### config.mk
export PLATFORM = sky130hd
export DESIGN_NAME = ped_request_ctrl
export DESIGN_NICKNAME = d
export VERILOG_FILES = /design/src/rtl/ped_pkg.sv /design/src/rtl/ped_request_ctrl_debounce.sv /design/src/rtl/ped_request_ctrl.sv
export SDC_FILE = /design/constraint.sdc
export NUM_CORES = 1
export LEC_CHECK = 0
export CAP_MARGIN = 20
export CORE_ASPECT_RATIO = 0.5
export CORE_MARGIN = 3
export CORE_UTILIZATION = 35
export DETAILED_ROUTE_END_ITERATION = 7
export PLACE_DENSITY = 0.64
export SKIP_LAST_GASP = 1
export SLEW_MARGIN = 20
export SYNTH_ARGS = -nofsm -noshare
export SYNTH_HDL_FRONTEND = slang
export SYNTH_SLANG_ARGS = --single-unit
### constraint.sdc
create_clock -name clock -period 1.69 [get_ports clock]
set_clock_uncertainty 0.05 [all_clocks]
set_input_delay 0.169 -clock clock [delete_from_list [all_inputs] [get_ports clock]]
set_output_delay 0.169 -clock clock [all_outputs]
set_load 0.02 [all_outputs]
### src/rtl/ped_pkg.sv
// Shared types and constants for the pedestrian request controller.
package ped_pkg;

  localparam int LIGHTSEQ_W = 5;

  localparam int WALK_BIT  = 4;
  localparam int DWALK_BIT = 3;
  localparam int RED_BIT   = 2;
  localparam int AMBER_BIT = 1;
  localparam int GREEN_BIT = 0;

  localparam logic [LIGHTSEQ_W-1:0] LS_CAR_GREEN = 5'b01001;
  localparam logic [LIGHTSEQ_W-1:0] LS_CAR_AMBER = 5'b01010;
  localparam logic [LIGHTSEQ_W-1:0] LS_PED_WALK  = 5'b10100;
  localparam logic [LIGHTSEQ_W-1:0] LS_RED_AMBER = 5'b01110;

  typedef enum logic [1:0] {
    IDLE,
    PENDING,
    SERVING
  } state_t;

  function automatic logic is_legal(input logic [LIGHTSEQ_W-1:0] code);
    return (code == LS_CAR_GREEN) || (code == LS_CAR_AMBER) ||
           (code == LS_PED_WALK)  || (code == LS_RED_AMBER);
  endfunction

endpackage

### src/rtl/ped_request_ctrl_debounce.sv
// Button synchroniser, debounce counter and debounced rising-edge detect.
module ped_debounce #(
  parameter int unsigned DEBOUNCE_CYCLES = 4
) (
  input  logic clock,
  input  logic reset,
  input  logic button,
  output logic deb_level,
  output logic press
);

  localparam int CW = $clog2(DEBOUNCE_CYCLES + 1);
  localparam logic [CW-1:0] LAST = CW'(DEBOUNCE_CYCLES - 1);

  logic          sync1;
  logic          sync2;
  logic          deb_q;
  logic [CW-1:0] cnt;

  always_ff @(posedge clock or posedge reset) begin
    if (reset) begin
      sync1     <= 1'b0;
      sync2     <= 1'b0;
      deb_level <= 1'b0;
      deb_q     <= 1'b0;
      cnt       <= '0;
    end else begin
      sync1 <= button;
      sync2 <= sync1;
      deb_q <= deb_level;
      if (sync2 == deb_level) begin
        cnt <= '0;
      end else if (cnt == LAST) begin
        deb_level <= sync2;
        cnt       <= '0;
      end else begin
        cnt <= cnt + 1'b1;
      end
    end
  end

  assign press = deb_level & ~deb_q;

endmodule

### src/rtl/ped_request_ctrl.sv
// Pedestrian request FSM, beeper, served counter and lightseq checker.
module ped_request_ctrl
  import ped_pkg::*;
#(
  parameter int unsigned DEBOUNCE_CYCLES = 4,
  parameter int unsigned BEEP_DIV        = 2
) (
  input  logic                  clock,
  input  logic                  reset,
  input  logic                  button,
  input  logic [LIGHTSEQ_W-1:0] lightseq,
  output logic                  start,
  output logic                  wait_lamp,
  output logic                  beep,
  output logic [7:0]            served_count,
  output logic                  seq_err
);

  localparam int BW = $clog2(BEEP_DIV) + 1;
  localparam logic [BW-1:0] DIV_LAST = BW'(BEEP_DIV - 1);

  state_t                state;
  state_t                next_state;
  logic                  press;
  logic                  deb_level;
  logic                  again;
  logic                  walk;
  logic                  serve;
  logic [BW-1:0]         div;
  logic [LIGHTSEQ_W-1:0] ls_q;

  ped_debounce #(
    .DEBOUNCE_CYCLES(DEBOUNCE_CYCLES)
  ) u_debounce (
    .clock    (clock),
    .reset    (reset),
    .button   (button),
    .deb_level(deb_level),
    .press    (press)
  );

  assign walk  = lightseq[WALK_BIT];
  assign serve = (state == PENDING) && walk;

  always_ff @(posedge clock or posedge reset) begin
    if (reset) state <= IDLE;
    else       state <= next_state;
  end

  always_comb begin
    next_state = state;
    unique case (state)
      IDLE:    if (press) next_state = PENDING;
      PENDING: if (walk) next_state = SERVING;
      SERVING: begin
        if (!walk) next_state = (again || press) ? PENDING : IDLE;
      end
      default: next_state = IDLE;
    endcase
  end

  always_comb begin
    start     = (state == PENDING);
    wait_lamp = (state == PENDING);
  end

  always_ff @(posedge clock or posedge reset) begin
    if (reset) begin
      again <= 1'b0;
    end else if (state != SERVING || !walk) begin
      again <= 1'b0;
    end else if (press) begin
      again <= 1'b1;
    end
  end

  // Divider and tone are held clear unless staying in SERVING.
  always_ff @(posedge clock or posedge reset) begin
    if (reset) begin
      div  <= '0;
      beep <= 1'b0;
    end else if (state != SERVING || next_state != SERVING) begin
      div  <= '0;
      beep <= 1'b0;
    end else if (div == DIV_LAST) begin
      div  <= '0;
      beep <= ~beep;
    end else begin
      div <= div + 1'b1;
    end
  end

  always_ff @(posedge clock or posedge reset) begin
    if (reset) begin
      served_count <= '0;
    end else if (serve && served_count != 8'hff) begin
      served_count <= served_count + 8'd1;
    end
  end

  // Input register resets to a legal code so reset alone never flags.
  always_ff @(posedge clock or posedge reset) begin
    if (reset) begin
      ls_q    <= LS_CAR_GREEN;
      seq_err <= 1'b0;
    end else begin
      ls_q    <= lightseq;
      seq_err <= seq_err | ~is_legal(ls_q);
    end
  end

endmodule
* Word-level counts from Yosys, hierarchy flattened *
Index checks and enable logic that the tools add are counted.
W data, S select, Z words.

word-level totals
  flip-flop bits (word level) = 27
  input port bits = 8
  logic and storage cells = 59

operators by class
  add/sub/neg operators = 3
  eq/ne operators = 12
  multiplexer cells = 13
  bitwise operators = 6
  reduce and logical (&&, ||, !) cells = 13

operators with widths
  operator               number
  $eq A5 B4 Y1 const B   3
  $mux W2                5
  $add A8 B1 Y8 const B  1
  $ne A8 B8 Y1 const B   1
  $logic_or A1 B1 Y1     6
  $mux W3                2
  $pmux W2 S3            1
  $eq A5 B5 Y1 const B   1
  $mux W1                5
  $eq A2 B1 Y1 const B   2
  $ne A2 B2 Y1 const B   2
  $not A1 Y1             4
  $reduce_bool A2 Y1     2
  $add A3 B1 Y3 const B  1
  $eq A3 B2 Y1 const B   1
  $add A2 B1 Y2 const B  1
  $eq A2 B2 Y1 const B   1
  $logic_and A1 B1 Y1    2
  $logic_not A2 Y1       1
  $reduce_and A2 Y1      1
  $and A1 B1 Y1          1
  $eq A1 B1 Y1           1
  $logic_not A1 Y1       1
  $or A1 B1 Y1           1

* Depth between registers and ports, before layout *
  word-level depth = 9
  depth in mapped cells = 5
  depth with buffers taken out = 5

* Cells and area by module *
A second synthesis with hierarchy kept.

unflattened totals
  cells, all modules = 87
  area total of the unflattened synthesis = 1136.1 um2

by module, submodules not included
  module            instances  cells each  area an instance (um2)
  ped_request_ctrl  1          71          879.6
  ped_debounce      1          16          256.5

* Worst setup path after synthesis *
Ideal clock, no wire load.

  path kind = reg-to-reg
  start = register served_count[3]
  end = register served_count[1]
  arrival time = 1.462 ns
  data required time = 1.512 ns
  path slack = 0.050 ns
  cell stages (with the launch flop) = 5
  path buffers = 0
  cell sequence = dfrtp_1 -> nand2_2 -> or3_4 -> o21ai_4 -> mux2_1

between the ends
  word-level cells in the longest chain between the ends = 2

RTL lines
  item                    line                    text
  start, declared         ped_request_ctrl.sv:15  output logic [7:0] served_count,
  start signal, assigned  ped_request_ctrl.sv:97  served_count <= served_count + 8'd1;
  $ne A8 B8 Y1            ped_request_ctrl.sv:96  end else if (serve && served_count != 8'hff) begin
  $logic_and A1 B1 Y1     ped_request_ctrl.sv:96

No other way between the ends.
A chain may end at the register's enable or synchronous reset.

* Final worst setup path *
Same ends and word-level chain as after synthesis.

==> impl_results.rst <==
.. list-table::
   :header-rows: 1

   * - Metric
     - Value
   * - Critical path type
     - flop to flop
   * - Biggest area consumer among synthesized cells
     - sky130_fd_sc_hd__dfrtp_1
   * - Iteration-0 DRC Markers
     - 27
   * - Compound-gate portion of the synthesized area
     - 6.050%
   * - Arrival time at the worst endpoint
     - ~1.7 ns
   * - Clock Tree Buf Depth
     - 2
   * - Wire length of the first global-routing pass
     - about 2800 um
   * - Unrepaired setup endpoints after global routing
     - false
   * - Clock tree from TritonCTS
     - done
   * - Pin count of the biggest net entering global routing
     - 28
   * - Floorplan row count
     - 13
   * - Mean area per synthesized cell
     - about 13 sq um
   * - Area added between synthesis and finish
     - 28.31%
   * - Synth Warn #
     - 0
   * - Most frequent cells in the layout
     - sky130_fd_sc_hd__dfrtp_1 (25), sky130_fd_sc_hd__clkdlybuf4s50_1 (17), sky130_fd_sc_hd__xnor2_1 (6), sky130_fd_sc_hd__nor2_1 (6), sky130_fd_sc_hd__buf_4 (5)
   * - IO Port Bufs
     - 19
   * - Count of different cell masters after synthesis
     - 32
   * - Critical Path Fanout Max
     - 6
   * - Post-Syn Area
     - ~0.0011 sq mm
   * - Vias
     - 690
   * - Worst-case headroom to the max-slew limit
     - 78.84%
   * - Die H
     - 45.57 um
   * - Main area contributors after synthesis
     - sky130_fd_sc_hd__dfrtp_1 (57%), sky130_fd_sc_hd__dfstp_2 (4.8%), sky130_fd_sc_hd__xnor2_1 (4.8%)
   * - Post-synthesis mux area share
     - under 10%
   * - Outcome
     - finished, final reports clean
   * - Area of the die
     - slightly below 0.004 sq mm
   * - Overall die width
     - 85.14 um
   * - Max rail drop VDD
     - roughly 0.57 mV
   * - Worst path max stage delay
     - about 0.42 ns
   * - Number of H-tree levels
     - 1
   * - Start point of the critical path
     - served_count[3]
   * - Pin slew with the least headroom to its limit
     - 0.3129 ns
   * - Timing-limited maximum frequency
     - approximately 630 MHz
   * - Static Leakage
     - between 0.6 and 0.7 nW
   * - Number of synthesized flops with an enable pin
     - 0
   * - Clk root buf
     - sky130_fd_sc_hd__clkbuf_8
   * - Placed cell count
     - roughly 140
   * - R2R Path Start
     - served_count[3]
   * - Synthesized net count
     - 94
   * - Power density over the cells
     - ~1400 mW/mm^2
   * - Share of cells above drive strength 1
     - roughly 16%
   * - Simple-gate area share of the yosys netlist
     - between 15 and 20%
   * - Number of synthesized register bits
     - 27
   * - Share of the cycle needed by the critical path after routing
     - 93.83%
   * - Number of hold violations in the final report
     - 0
   * - Area after DPL
     - around 0.0014 sq mm
   * - First drt pass iteration count
     - 4
   * - Weighted congestion at the end of routability-driven global placement
     - 0.7722
   * - Final count of negative-setup-slack endpoints
     - 0
   * - Kind of end point of the critical path
     - flop
   * - Clk sink count
     - 27
   * - Depth of the worst register-to-register path
     - 4
   * - Final core utilization
     - slightly above 50%
   * - Chain of cells forming the critical path
     - nand2_2 -> or3_4 -> o21ai_4 -> mux2_1
   * - Area share of fa/ha/maj cells after synthesis
     - approximately 2.3%
   * - Net total in the final layout
     - about 120
   * - Worst-Skew Late Latency
     - between 0.2 and 0.3 ns
   * - Num CTS Buffers
     - 3
   * - Setup_tns
     - 0 ns
   * - Aggregate global-route resource usage
     - roughly a tenth
   * - Most common cell after layout, fill and taps aside
     - sky130_fd_sc_hd__dfrtp_1
   * - Antenna violation net count after detailed routing
     - 0
   * - Max-cap check violation count
     - 0
   * - Ports placed on the boundary
     - 20
   * - Critical path launch point type
     - flop
   * - Data required time at the worst endpoint
     - between 1.5 and 2 ns
   * - Grt total ovfl
     - 0
   * - Post-layout instance count excluding filler cells
     - roughly 150
   * - Antenna violations before repair
     - 0
   * - Effective utilization at floorplan
     - roughly 39%
   * - Share of the yosys chip area belonging to registers
     - approximately three fifths
   * - Path class of the lowest-slack min-delay path
     - input port to async pin
   * - Vias in the first global route
     - between 600 and 700
   * - Parity-gate share of the synthesized area counting xor and xnor cells
     - between 5 and 6%
   * - Summed area of non-filler cells in the final layout
     - roughly 0.0014 sq mm
   * - Total count of max-transition violations in the final report
     - 0
   * - DRC Markers
     - 0
   * - Minimum clock period after layout
     - 1.586 ns
   * - Area fraction of the dominant cell type after synthesis
     - approximately 57%
   * - Diodes inserted
     - 0
   * - Main flop type after synthesis
     - sky130_fd_sc_hd__dfrtp_1
   * - Avg WL per Cell
     - 11.05 um
   * - Routed wire length
     - about 1600 um
   * - Clock slew at reported path FFs
     - 0.09 ns
   * - HPWL after detailed placement
     - 1186 um
   * - Via density
     - 4.662
   * - Filler cell count
     - 258
   * - Crit path max-delay cell type
     - sky130_fd_sc_hd__dfrtp_1
   * - Syn Inst Count
     - between 80 and 90
   * - Core ar.
     - ~0.0028 sq mm
   * - Main combinational cell family by area after synthesis
     - simple AND/OR/NAND/NOR gates
   * - Share of flip-flops with an asynchronous set or reset after synthesis
     - 100.0%
-- cells by family (layout without fill, tap and decap cells) --
kind of cell,Yosys count,after routing
compound gates,9,9
xor+xnor,7,7
flops,27,27
buf+inv,5,32
fa+ha+maj,2,2
mux,5,5
simple gates,29,29
-- worst max-delay path: cells and delay by family, from the launching register on --
kind / cells / cell delay [ns]
AND/OR/NAND/NOR: 2 / 0.52
multiplexers: 1 / 0.33
AO/OA/AOI/OAI: 1 / 0.15
flip-flops: 1 / 0.42
-- routing by layer --
layer	GRT usage (%)	share of wire [%]
met2	15.90	45
met3	4.513	4.1
met1	11.76	50
met5	0	0
met4	2.839	0
-- cell type report --
class                   count  area (sq um)  share of cell area (%)
clock buffers               3         41.29                   2.936
clock inverters             1         5.005                  0.3559
inverters                   4         15.01                   1.068
multi-input cells          52         395.4                   28.11
flip-flops and latches     27         678.2                   48.22
well taps                  37         46.29                   3.292
repair buffers             24         225.2                   16.01
-- where the power goes --
part	internal, W	leakage (nW)	switching (W)
Sequential	0.000786	0.337	0.000108
Combinational	0.000347	0.259	0.000321
Clock	0.000165	0.0255	0.000197
Total	0.00130	0.621	0.000626
-- path summary, 6_finish.rpt --
check / slack (ns) / end
max in group asynchronous: 1.11 / ls_q[0]
hold reg to reg: 0.31 / u_debounce.sync2
min in group clock: 0.24 / ls_q[3]
hold / removal: 0.19 / u_debounce.cnt[0]
setup reg to reg: 0.10 / served_count[1]
setup / recovery: 0.10 / served_count[1]
-- registers in the layout, indices dropped and copies added, names as in the netlist --
name / count
div: 2
again: 1
u_debounce.cnt: 3
served_count: 8
u_debounce.sync1: 1
beep: 1
u_debounce.deb_level: 1
ls_q: 5
u_debounce.deb_q: 1
seq_err: 1
state: 2
u_debounce.sync2: 1
-- through the flow --
stage / hold slack, ns / power (W) / setup slack (ns)
5_1_grt: 0.2257 / 0.002054 / 0.03576
2_1_floorplan: 0.1235 / 0.001328 / 0.05049
4_1_cts: 0.2035 / 0.001949 / 0.09560
3_5_place_dp: 0.2934 / 0.001584 / 0.01867
3_3_place_gp: 0.2845 / 0.001580 / 0.04740
6_report: 0.1897 / 0.001923 / 0.1043
-- synth_stat cells, types with 3 or more instances --
master,instances
sky130_fd_sc_hd__a21oi_1,3
sky130_fd_sc_hd__dfrtp_1,25
sky130_fd_sc_hd__inv_1,4
sky130_fd_sc_hd__nand2_1,3
sky130_fd_sc_hd__nor2_1,6
sky130_fd_sc_hd__nor2b_1,4
sky130_fd_sc_hd__xnor2_1,6
-- what timing repair did --
action	4_1_cts	5_1_grt
buffers inserted	1	0
endpoints found under the setup margin	2	0
hold buffers	0	0
gates resized for setup	2	0
(Power assumes the default switching activity.)
